--- src/rtl/cpu_ctrl_pkg.sv ---
// Shared definitions for the hardwired control sequencer: opcodes, FSM states,
// instruction classes and the strobe bundle handed from decode to the top.
package cpu_ctrl_pkg;

    localparam logic [4:0] OP_ADD  = 5'b00000;
    localparam logic [4:0] OP_SUB  = 5'b00001;
    localparam logic [4:0] OP_AND  = 5'b00010;
    localparam logic [4:0] OP_OR   = 5'b00011;
    localparam logic [4:0] OP_SHR  = 5'b00100;
    localparam logic [4:0] OP_SHRA = 5'b00101;
    localparam logic [4:0] OP_SHL  = 5'b00110;
    localparam logic [4:0] OP_ROR  = 5'b00111;
    localparam logic [4:0] OP_ROL  = 5'b01000;
    localparam logic [4:0] OP_MUL  = 5'b01110;
    localparam logic [4:0] OP_DIV  = 5'b01111;
    localparam logic [4:0] OP_NEG  = 5'b10000;
    localparam logic [4:0] OP_NOT  = 5'b10001;
    localparam logic [4:0] OP_NOP  = 5'b11011;
    localparam logic [4:0] OP_HALT = 5'b11100;

    // Low three bits step through T0..T6; bit 3 marks HALT.
    typedef enum logic [3:0] {
        S_T0   = 4'd0,
        S_T1   = 4'd1,
        S_T2   = 4'd2,
        S_T3   = 4'd3,
        S_T4   = 4'd4,
        S_T5   = 4'd5,
        S_T6   = 4'd6,
        S_HALT = 4'd8
    } state_t;

    typedef enum logic [2:0] {
        CLS_ALU3,
        CLS_MULDIV,
        CLS_UNARY,
        CLS_NOP,
        CLS_HALT,
        CLS_ILL
    } instr_class_t;

    typedef struct packed {
        logic pc_out;
        logic pc_in;
        logic inc_pc;
        logic mar_in;
        logic mdr_read;
        logic mdr_in;
        logic mdr_out;
        logic ir_in;
        logic ry_in;
        logic rz_in_lo;
        logic rz_in_hi;
        logic rz_out_lo;
        logic rz_out_hi;
        logic lo_in;
        logic hi_in;
        logic gra;
        logic grb;
        logic grc;
        logic r_in;
        logic r_out;
    } strobes_t;

    function automatic instr_class_t op_class(input logic [4:0] op);
        instr_class_t cls;
        case (op)
            OP_ADD, OP_SUB, OP_AND, OP_OR, OP_SHR,
            OP_SHRA, OP_SHL, OP_ROR, OP_ROL:     cls = CLS_ALU3;
            OP_MUL, OP_DIV:                      cls = CLS_MULDIV;
            OP_NEG, OP_NOT:                      cls = CLS_UNARY;
            OP_NOP:                              cls = CLS_NOP;
            OP_HALT:                             cls = CLS_HALT;
            default:                             cls = CLS_ILL;
        endcase
        return cls;
    endfunction

endpackage

--- src/rtl/control_decode.sv ---
// Combinational strobe decode from the registered state and instruction class;
// clear or stop silence every strobe.
module control_decode
    import cpu_ctrl_pkg::*;
(
    input  state_t       state,
    input  instr_class_t cls,
    input  logic         stop,
    input  logic         clear,
    output strobes_t     strobes
);

    always_comb begin
        strobes = '0;
        if (!clear && !stop) begin
            case (state)
                S_T0: begin
                    strobes.pc_out   = 1'b1;
                    strobes.mar_in   = 1'b1;
                    strobes.inc_pc   = 1'b1;
                    strobes.rz_in_lo = 1'b1;
                end
                S_T1: begin
                    strobes.rz_out_lo = 1'b1;
                    strobes.pc_in     = 1'b1;
                    strobes.mdr_read  = 1'b1;
                    strobes.mdr_in    = 1'b1;
                end
                S_T2: begin
                    strobes.mdr_out = 1'b1;
                    strobes.ir_in   = 1'b1;
                end
                S_T3: begin
                    case (cls)
                        CLS_ALU3:   begin strobes.grb = 1'b1; strobes.r_out = 1'b1; strobes.ry_in = 1'b1; end
                        CLS_MULDIV: begin strobes.gra = 1'b1; strobes.r_out = 1'b1; strobes.ry_in = 1'b1; end
                        CLS_UNARY:  begin strobes.grb = 1'b1; strobes.r_out = 1'b1; strobes.rz_in_lo = 1'b1; end
                        default: ;
                    endcase
                end
                S_T4: begin
                    case (cls)
                        CLS_ALU3:   begin strobes.grc = 1'b1; strobes.r_out = 1'b1; strobes.rz_in_lo = 1'b1; end
                        CLS_MULDIV: begin
                            strobes.grb      = 1'b1;
                            strobes.r_out    = 1'b1;
                            strobes.rz_in_lo = 1'b1;
                            strobes.rz_in_hi = 1'b1;
                        end
                        CLS_UNARY:  begin strobes.rz_out_lo = 1'b1; strobes.gra = 1'b1; strobes.r_in = 1'b1; end
                        default: ;
                    endcase
                end
                S_T5: begin
                    case (cls)
                        CLS_ALU3:   begin strobes.rz_out_lo = 1'b1; strobes.gra = 1'b1; strobes.r_in = 1'b1; end
                        CLS_MULDIV: begin strobes.rz_out_lo = 1'b1; strobes.lo_in = 1'b1; end
                        default: ;
                    endcase
                end
                S_T6: begin
                    if (cls == CLS_MULDIV) begin
                        strobes.rz_out_hi = 1'b1;
                        strobes.hi_in     = 1'b1;
                    end
                end
                default: ;
            endcase
        end
    end

endmodule

--- src/rtl/control_sequencer.sv ---
// Hardwired control unit: state register, next-state logic and the run/illegal
// flags; strobe generation lives in control_decode.
//   state  | meaning
//   S_T0   | fetch: PC to MAR, increment PC into Z
//   S_T1   | fetch: Z to PC, memory read into MDR
//   S_T2   | fetch: MDR to IR, opcode branch
//   S_T3-6 | execute steps, count depends on instruction class
//   S_HALT | stopped, no strobes, left only by clear
module control_sequencer
    import cpu_ctrl_pkg::*;
#(
    parameter int OPCODE_W = 5,
    parameter int IR_W     = 32
) (
    input  logic                clock,
    input  logic                clear,
    input  logic [IR_W-1:0]     ir,
    input  logic                stop,
    output logic                PCout,
    output logic                PCin,
    output logic                IncPC,
    output logic                MARin,
    output logic                MDRread,
    output logic                MDRin,
    output logic                MDRout,
    output logic                IRin,
    output logic                RYin,
    output logic                RZinLo,
    output logic                RZinHi,
    output logic                RZoutLo,
    output logic                RZoutHi,
    output logic                LOin,
    output logic                HIin,
    output logic                Gra,
    output logic                Grb,
    output logic                Grc,
    output logic                Rin,
    output logic                Rout,
    output logic [OPCODE_W-1:0] alu_op,
    output logic                run,
    output logic                illegal
);

    state_t              state_q;
    state_t              state_d;
    logic                illegal_q;
    logic                run_q;
    logic [OPCODE_W-1:0] opcode;
    instr_class_t        cls;
    strobes_t            strobes;
    logic                in_exec;
    logic                unused_ir;

    assign opcode    = ir[IR_W-1 -: OPCODE_W];
    assign unused_ir = ^ir[IR_W-OPCODE_W-1:0];
    assign cls       = op_class(opcode);

    always_comb begin
        state_d = state_q;
        case (state_q)
            S_T0: state_d = S_T1;
            S_T1: state_d = S_T2;
            S_T2: begin
                case (cls)
                    CLS_ALU3, CLS_MULDIV, CLS_UNARY: state_d = S_T3;
                    CLS_HALT:                        state_d = S_HALT;
                    default:                         state_d = S_T0;
                endcase
            end
            S_T3: state_d = (cls == CLS_ALU3 || cls == CLS_MULDIV || cls == CLS_UNARY) ? S_T4 : S_T0;
            S_T4: state_d = (cls == CLS_ALU3 || cls == CLS_MULDIV) ? S_T5 : S_T0;
            S_T5: state_d = (cls == CLS_MULDIV) ? S_T6 : S_T0;
            S_T6: state_d = S_T0;
            S_HALT: state_d = S_HALT;
            default: state_d = S_T0;
        endcase
    end

    always_ff @(posedge clock) begin
        if (clear) begin
            state_q   <= S_T0;
            illegal_q <= 1'b0;
            run_q     <= 1'b1;
        end else if (!stop) begin
            state_q <= state_d;
            run_q   <= (state_d != S_HALT);
            if (state_q == S_T2 && cls == CLS_ILL) begin
                illegal_q <= 1'b1;
            end
        end
    end

    control_decode u_decode (
        .state   (state_q),
        .cls     (cls),
        .stop    (stop),
        .clear   (clear),
        .strobes (strobes)
    );

    assign in_exec = (state_q == S_T3) || (state_q == S_T4) ||
                     (state_q == S_T5) || (state_q == S_T6);
    assign alu_op  = (in_exec && !stop && !clear) ? opcode : '0;

    assign PCout   = strobes.pc_out;
    assign PCin    = strobes.pc_in;
    assign IncPC   = strobes.inc_pc;
    assign MARin   = strobes.mar_in;
    assign MDRread = strobes.mdr_read;
    assign MDRin   = strobes.mdr_in;
    assign MDRout  = strobes.mdr_out;
    assign IRin    = strobes.ir_in;
    assign RYin    = strobes.ry_in;
    assign RZinLo  = strobes.rz_in_lo;
    assign RZinHi  = strobes.rz_in_hi;
    assign RZoutLo = strobes.rz_out_lo;
    assign RZoutHi = strobes.rz_out_hi;
    assign LOin    = strobes.lo_in;
    assign HIin    = strobes.hi_in;
    assign Gra     = strobes.gra;
    assign Grb     = strobes.grb;
    assign Grc     = strobes.grc;
    assign Rin     = strobes.r_in;
    assign Rout    = strobes.r_out;
    assign run     = run_q;
    assign illegal = illegal_q;

endmodule

--- config.mk ---
export PLATFORM = sky130hd
export DESIGN_NAME = control_sequencer
export DESIGN_NICKNAME = d
export VERILOG_FILES = /design/src/rtl/cpu_ctrl_pkg.sv /design/src/rtl/control_decode.sv /design/src/rtl/control_sequencer.sv
export SDC_FILE = /design/constraint.sdc
export NUM_CORES = 1
export LEC_CHECK = 0
export ABC_AREA = 0
export CAP_MARGIN = 40
export CORE_MARGIN = 2
export CORE_UTILIZATION = 36
export CTS_CLUSTER_DIAMETER = 50
export DETAILED_ROUTE_END_ITERATION = 6
export PLACE_DENSITY_LB_ADDON = 0.1
export RECOVER_POWER = 50
export SETUP_SLACK_MARGIN = 0.05
export SLEW_MARGIN = 20
export SYNTH_ARGS = -nofsm -noshare
export SYNTH_HDL_FRONTEND = slang
export SYNTH_SLANG_ARGS = --single-unit
export TNS_END_PERCENT = 1
--- constraint.sdc ---
create_clock -name clock -period 2.3 [get_ports clock]
set_clock_uncertainty 0.1 [all_clocks]
set_input_delay 0.23 -clock clock [delete_from_list [all_inputs] [get_ports clock]]
set_output_delay 0.23 -clock clock [all_outputs]
set_load 0.02 [all_outputs]
### After elaboration in Yosys (flattened, before gate mapping)

Memories as Yosys holds them, arrays and structs flattened.
Cells that the tools add are included.
W data, S select, Z words.

* reductions and logical operators: 17
* equal/unequal tests: 12
* multiplexer cells: 29
* bitwise logic cells: 1

Operators by type and width (count)
* $pmux W4 S7: 1
* $mux W20: 1
* $mux W1: 13
* $eq A4 B3 Y1 const B: 3
* $mux W3: 3
* $pmux W1 S3: 3
* $eq A4 B2 Y1 const B: 2
* $pmux W4 S2: 1
* $eq A3 B3 Y1 const B: 2
* $mux W2: 3
* $pmux W1 S2: 3
* $logic_or A1 B1 Y1: 5
* $mux W5: 1
* $eq A4 B1 Y1 const B: 1
* $eq A4 B4 Y1 const B: 1
* $logic_and A1 B1 Y1: 4
* $logic_not A4 Y1: 1
* $ne A4 B4 Y1 const B: 1
* $reduce_or A2 Y1: 2
* $eq A3 B1 Y1 const B: 1
* $eq A3 B2 Y1 const B: 1
* $logic_not A3 Y1: 1
* $reduce_or A3 Y1: 1
* $logic_not A1 Y1: 2
* other kinds (2): 2

* memories kept: 1
* input bits: 35
* output and inout bits: 27
* logic and storage cells: 63
* flip-flop bits (word level): 6
* memory bits (read-only): 96

Memories
* (no name shown): depth 32, width 3, rd ports 1, clocked after Yosys merged registers in 0, wr ports 0, line cpu_ctrl_pkg.sv:67 `case (op)`

### Longest topological paths before layout

Gate-level depths: netlist (run 1).

* depth in word-level cells: 7
* mapped depth: 5
* gate-level depth less buffers: 4

### Cells and area by module

A second synthesis (run 1) with hierarchy kept.

* cells, all modules: 125
* area, all modules: 888.4 sq um

Modules (own cells, without submodules)
* control_sequencer: instances 1, area an instance 568.0 sq um, seq. area each 120.1 sq um, cells an instance 76
* control_decode: instances 1, area an instance 320.3 sq um, seq. area each 0.0 sq um, cells an instance 49

### Worst setup path before layout (run 1)

No wires, ideal clock.

* path kind: reg-to-output
* from: register state_q[2]
* to: output Grc
* required time: 1.970 ns
* data arrival time: 2.014 ns
* slack: -0.044 ns
* cell stages (with the launch flop): 5
* path buffers: 1
* path through: dfxtp_1 -> buf_4 -> nand2b_2 -> or3_1 -> a2111oi_0

* cells in the longest elaborated chain, start to end: 3

RTL lines
* from (decl): line control_sequencer.sv:44 `state_t state_q;`
* from (signal assigned): line control_sequencer.sv:85 `state_q <= state_d;`
* $eq A4 B3 Y1: line control_decode.sv:16 `case (state)`
* $mux W1: line control_decode.sv:16
* $mux W20: line control_decode.sv:15 `if (!clear && !stop) begin`
* to (decl): line control_sequencer.sv:36 `output logic Grc,`

No other way between the ends.

### Final worst setup path (run 1)

* from: input ir[28]
* to: output HIin

* cells in the longest elaborated chain, start to end: 5

RTL lines
* from (decl): line control_sequencer.sv:17 `input logic [IR_W-1:0] ir,`
* $mem_v2 Z32 W3
* $eq A3 B1 Y1: line control_decode.sv:62 `if (cls == CLS_MULDIV) begin`
* $mux W1: line control_decode.sv:62
* $mux W1: line control_decode.sv:16
* $mux W20: line control_decode.sv:15
* to (decl): line control_sequencer.sv:33 `output logic HIin,`

No other way between the ends.

==> flow_metrics.tcl, run 1 <==
set metrics [dict create \
    syn_to_final_growth_pct 67.6 \
    utilization_pct 62.6 \
    cp-start-kind "input port" \
    setup_tns_ns 0 \
    clkLatencyLatePin_ns 0.25 \
    holdBufCountCts 0 \
    vias 1002 \
    hpwl_mm 2.03 \
    synth-xor-area-share_pct 1.09 \
    end_kind "output port" \
    r2r_slack_ns 0.53 \
    diodes 0 \
    numCtsBuffers 3 \
    drt-total-wl_mm 2.60 \
    reg2reg_depth 5 \
    htree_levels 1 \
    die_x_um 51.2 \
    min_period_ns 2.24 \
    yosys.area_share.simple_pct 37.3 \
    fmax_ghz 0.446 \
    clk_path_buf_depth 2 \
    num-fill-cells 203 \
    maxSlewHeadroom_pct 73.2 \
    async_reset_ff_share_pct 0 \
    antenna_found_initial 0 \
    clkTransAtPathRegs_ns 0.05 \
    route.antenna.remaining_nets 0 \
    wl_met2_mm 1.25 \
    crit_arrival_ns 1.91 \
    synth_top_family_by_area "simple AND/OR/NAND/NOR gates" \
    cts_setup_buffers 0 \
    synth_top_cell_by_area "dfxtp_1" \
    drcViolationCount 0 \
    status "finished clean" \
    yosys.area.top_type_share_pct 15.0 \
    maxCapViolCount 0 \
    r2r_end "run" \
    min_path_cells 1 \
    fin_nets 200 \
    die_height_um 51.2 \
    max-vdd-ir-drop_mv 0.215 \
    grt_pass1_wl_mm 4.17 \
    drv_slew 0 \
    synthAdderAreaFrac_pct 0 \
    io_pins 62 \
    rows 17 \
    synth-seq-area-share_pct 15.0 \
    synth_cell_types 46 \
    drt_iter0_drc 18 \
    critPathKind "input port to output port" \
    p_leak_nw 0.672 \
    critical_path.endpoint "HIin" \
    synth_edf_count 0 \
    synth_common_cells "nor2_1, nand2_1, buf_4" \
    syn_nets 143 \
    timing.rr.start "state_q[3]" \
    yosysWarnings 0 \
    overflow 0 \
    synth_seq_cells 6 \
    yosysMostFrequentCell "nor2_1" \
    holdCritPathClass "flop to flop" \
    crit_fanout 7 \
    regArea_um2 121 \
    finalHoldViolCount 0 \
    avgRoutedWirePerCell_um 13.6 \
    synth_compound_area_share_pct 31.0 \
    initial_utilization_pct 37.3 \
    rsz0062_at_grt "yes" \
    period_share_pct 97.4 \
    m1WireLength_mm 1.19 \
    avgViaCountPerCell 5.25 \
    core_um2 2150 \
    drive_gt1_share_pct 37.4 \
    avgSynthCellArea_um2 7.43 \
    setup_slack_ns 0.0587 \
    met3_length_um 119 \
    ys.flop_type "dfxtp_1" \
    io_buffer_count 34 \
    worst-slew-pin-transition_ns 0.401 \
    place.gp.congestion 0.861 \
    final-setup-viol-count 0 \
    track_usage_pct 20.7 \
    top_layer_used "met4" \
    multi_input_area_um2 617 \
    grt_pass1_vias 941 \
    dp_worst_setup_slack_ns -0.415 \
    finalPower_mw 0.394 \
    cts_root_buffer "clkbuf_4" \
    muxShareOfSynthArea_pct 1.25 \
    tritoncts "yes" \
    power_density_nw_per_um2 293 \
    synth_area_leaders "dfxtp_1, buf_4, nor2_1" \
    synthCells 108 \
    die-area_um2 2620 \
    crit_path_start "ir[28]" \
    grt_max_degree 15 \
    netlist_area_um2 802 \
    drt-pass1-iter-count 5 \
    required_ns 1.97 \
    cts_sinks 6 \
]
## worst max-delay path, stage by stage
cell and delay (ns):
clkdlybuf4s50_1 0.51, buf_4 0.17, and4b_2 0.25, nand2_1 0.07, nor4_1 0.30, dlygate4sd2_1 0.37
## metal layers
metal	GRT usage [%]	up-vias
li1	-	498
met1	27.5	458
met2	34.6	38
met3	2.05	8
met4	7.21	0
met5	0	-
## worst min-delay path by stage
stage / from / endpoint / slack, ns
after CTS: run / run / 0.40
final: run / run / 0.39
after floorplan: clear / state_q[2] / 0.20
after global routing: run / run / 0.41
after detailed placement: run / run / 0.38
after global placement: run / run / 0.38
## cell type report
cell class                 count  area share, %
sequential                     6           9.03
timing repair buffer          65           39.9
multi-input combinational     86           45.9
clock buffer                   3           1.68
tap                           28           2.61
inverter                       3          0.838
## power by group
part | internal (mW) | switching, mW
clock network | 0.0592 | 0.0411
registers | 0.110 | 0.00769
logic | 0.0846 | 0.0907
total | 0.254 | 0.139
## cells in the final DEF (no fill, tap or decap), drive strengths merged, types with 3 or more instances in the layout
| cell type | netlist | routed |
|---|---|---|
| buf | 10 | 36 |
| clkbuf | 3 | 6 |
| dfxtp | 6 | 6 |
| dlymetal6s2s | 0 | 6 |
| nand2b | 4 | 4 |
| o22ai | 3 | 3 |
| nand2 | 11 | 11 |
| clkdlybuf4s50 | 0 | 9 |
| nor3 | 3 | 3 |
| nor2 | 15 | 15 |
| a21oi | 6 | 6 |
| dlygate4sd2 | 0 | 8 |
| a2111oi | 3 | 3 |
| or2 | 3 | 3 |
| or3 | 3 | 3 |
| and2 | 5 | 5 |
| inv | 3 | 3 |
## sequential cells by signal (all words and copies together), names as in the netlist
signal / count
state_q: 4
run: 1
illegal: 1
## per-stage QoR
step | instances | area (um2) | hold WS [ns]
6_report | 191 | 1340 | 0.386
5_1_grt | 191 | 1340 | 0.411
4_1_cts | 191 | 1330 | 0.402
3_5_place_dp | 188 | 1310 | 0.379
3_3_place_gp | 188 | 1310 | 0.383
2_1_floorplan | 108 | 803 | 0.196
## timing repair
action / CTS / global route
endpoints found under the setup margin: 22 / 16
pin swaps: 1 / 0
gates resized for setup: 41 / 17
## cells by family (layout without fill, tap and decap cells)
kind of cell    Yosys count  in the layout
buf+inv                  16             71
flops                     6              6
simple gates             55             55
compound gates           29             29
xor+xnor                  1              1
mux                       1              1
Power figures use the tool's default switching activity.
==> inputs of run 2 (changes only) <==
--- a/config.mk
+++ b/config.mk
@@ -7,8 +7,9 @@
 export LEC_CHECK = 0
 export ABC_AREA = 0
 export CAP_MARGIN = 40
+export CORE_ASPECT_RATIO = 1.25
 export CORE_MARGIN = 2
-export CORE_UTILIZATION = 36
+export CORE_UTILIZATION = 33
 export CTS_CLUSTER_DIAMETER = 50
 export DETAILED_ROUTE_END_ITERATION = 6
 export PLACE_DENSITY_LB_ADDON = 0.1
==> constraint.sdc (replaced) <==
create_clock -name clock -period 2.35 [get_ports clock]
set_clock_uncertainty 0.1 [all_clocks]
set_input_delay 0.235 -clock clock [delete_from_list [all_inputs] [get_ports clock]]
set_output_delay 0.235 -clock clock [all_outputs]
set_load 0.02 [all_outputs]
==> flow_metrics.tcl, run 2 (synthesis gave the netlist of run 1 again) <==
set metrics [dict create \
    htree_levels 1 \
    avgViaCountPerCell 5.16 \
    layout.cells.non_filler 196 \
    required_ns 2.02 \
    grt_pass1_wl_mm 4.01 \
    vias 1012 \
    track_usage_pct 19.6 \
    avgRoutedWirePerCell_um 13.7 \
    die-area_um2 2840 \
    final_cell_mix "buf_4, nor2_1, dlygate4sd2_1, nand2_1, clkdlybuf4s50_1" \
    cts_sinks 6 \
    antenna_found_initial 0 \
    finalPower_mw 0.376 \
    min_path_cells 1 \
    maxCapViolCount 0 \
    setup_slack_ns -0.0261 \
    status "complete, but fails checks" \
    power_density_nw_per_um2 282 \
    max-vdd-ir-drop_mv 0.226 \
    initial_utilization_pct 33.7 \
    die_x_um 48.1 \
    dp_worst_setup_slack_ns -0.455 \
    fin_nets 200 \
    maxSlewHeadroom_pct 77.0 \
    cts_root_buffer "clkbuf_4" \
    violations "setup timing" \
    numCtsBuffers 3 \
    hpwl_mm 2.05 \
    grt_max_degree 15 \
    clk_path_buf_depth 2 \
    end_kind "output port" \
    layout_commonest_cell "buf_4" \
    diodes 0 \
    overflow 0 \
    critPathKind "input port to output port" \
    reg2reg_depth 5 \
    largest_register_ffs 4 \
    drt_iter0_drc 18 \
    fmax_ghz 0.421 \
    worstHoldEndpoint "run" \
    drt-total-wl_mm 2.69 \
    final-setup-viol-count 1 \
    dp.cells 193 \
    io_buffer_count 34 \
    drv_slew 0 \
    io_pins 62 \
    crit_fanout 5 \
    holdCritPathClass "flop to flop" \
    grt_pass1_vias 968 \
    die_height_um 59.1 \
    finalHoldViolCount 0 \
    r2r_slack_ns 0.56 \
    place.gp.congestion 0.915 \
    regMostFlops "state_q" \
    core_um2 2380 \
    period_share_pct 101 \
    num-fill-cells 240 \
    finalInstanceArea_um2 1340 \
    tritoncts "yes" \
    cp-start-kind "input port" \
    dpl_cell_area_um2 1310 \
    rsz0062_at_grt "yes" \
    r2r_end "run" \
    worst-slew-pin-transition_ns 0.344 \
    min_period_ns 2.38 \
    timing.rr.start "state_q[3]" \
    drcViolationCount 0 \
    clkTransAtPathRegs_ns 0.04 \
    crit_arrival_ns 2.04 \
    min_from "run" \
    rows 20 \
    drt-pass1-iter-count 4 \
    cts_setup_buffers 0 \
    drive_gt1_share_pct 36.8 \
    clkLatencyLatePin_ns 0.23 \
    route.antenna.remaining_nets 0 \
    syn_to_final_growth_pct 66.5 \
    p_leak_nw 0.603 \
]
run 2: cell types whose count changed in the layout (fill, tap and decap cells not counted), moves of 2 or more:
cell	change
dlygate4sd2_1	+5
dlymetal6s2s_1	-5
buf_2	-3
clkbuf_1	+3
clkbuf_2	-2
clkdlybuf4s50_1	-2
o22ai_1	-2
o22ai_2	+2
run 2: how the worst max path moves through the flow:
stage	startpoint	end	slack (ns)	depth (start not counted)
detailed placement	ir[29]	Gra	-0.45	6
finish	ir[27]	Gra	-0.03	6
global route	ir[27]	Gra	-0.08	6
global placement	ir[29]	RZinLo	-0.42	6
CTS	stop	alu_op[2]	-0.04	6
floorplan	stop	RZoutLo	0.18	4
run 2: critical path, cell delays in order:
cell             delay, ns
clkdlybuf4s50_1       0.42
or3_4                 0.43
a2111oi_4             0.40
o22ai_2               0.13
a21oi_1               0.15
clkdlybuf4s15_2       0.27
run 2: final cells by class:
| class | instances | area (um2) | area share (%) |
|---|---|---|---|
| clock buffer | 3 | 22.5 | 1.69 |
| inverter | 3 | 11.3 | 0.843 |
| multi-input combinational | 86 | 618 | 46.3 |
| sequential | 6 | 121 | 9.09 |
| tap | 33 | 41.3 | 3.09 |
| timing repair buffer | 65 | 520 | 39.0 |
run 2: where the power goes:
group | leakage [nW] | internal (mW) | switching [mW] | total, mW
clock | 0.0138 | 0.0573 | 0.0304 | 0.0877
combinational | 0.539 | 0.0827 | 0.0899 | 0.173
sequential | 0.0496 | 0.108 | 0.00780 | 0.116
total | 0.603 | 0.248 | 0.128 | 0.376
run 2: metal layers:
metal,wire length (um),GRT usage [%]
met5,0,0
met4,16,10.4
met3,125,1.22
met2,1420,34.1
met1,1130,22.6
run 2: what timing repair did:
item,4_1_cts,5_1_grt
gates cloned,0,0
setup endpoints to repair,22,11
hold buffers,0,0
pin swaps,1,2
hold endpoints to repair,0,0
resized for setup,39,17
run 2: metrics by stage:
stage                     hold slack [ns]  util (%)  TNS (ns)
after floorplan                     0.201         -         0
after global placement              0.377      55.3     -4.82
after detailed placement            0.377      55.3     -5.00
after CTS                           0.397      56.7    -0.117
after global routing                0.408      56.2    -0.149
final                               0.391      56.2   -0.0261
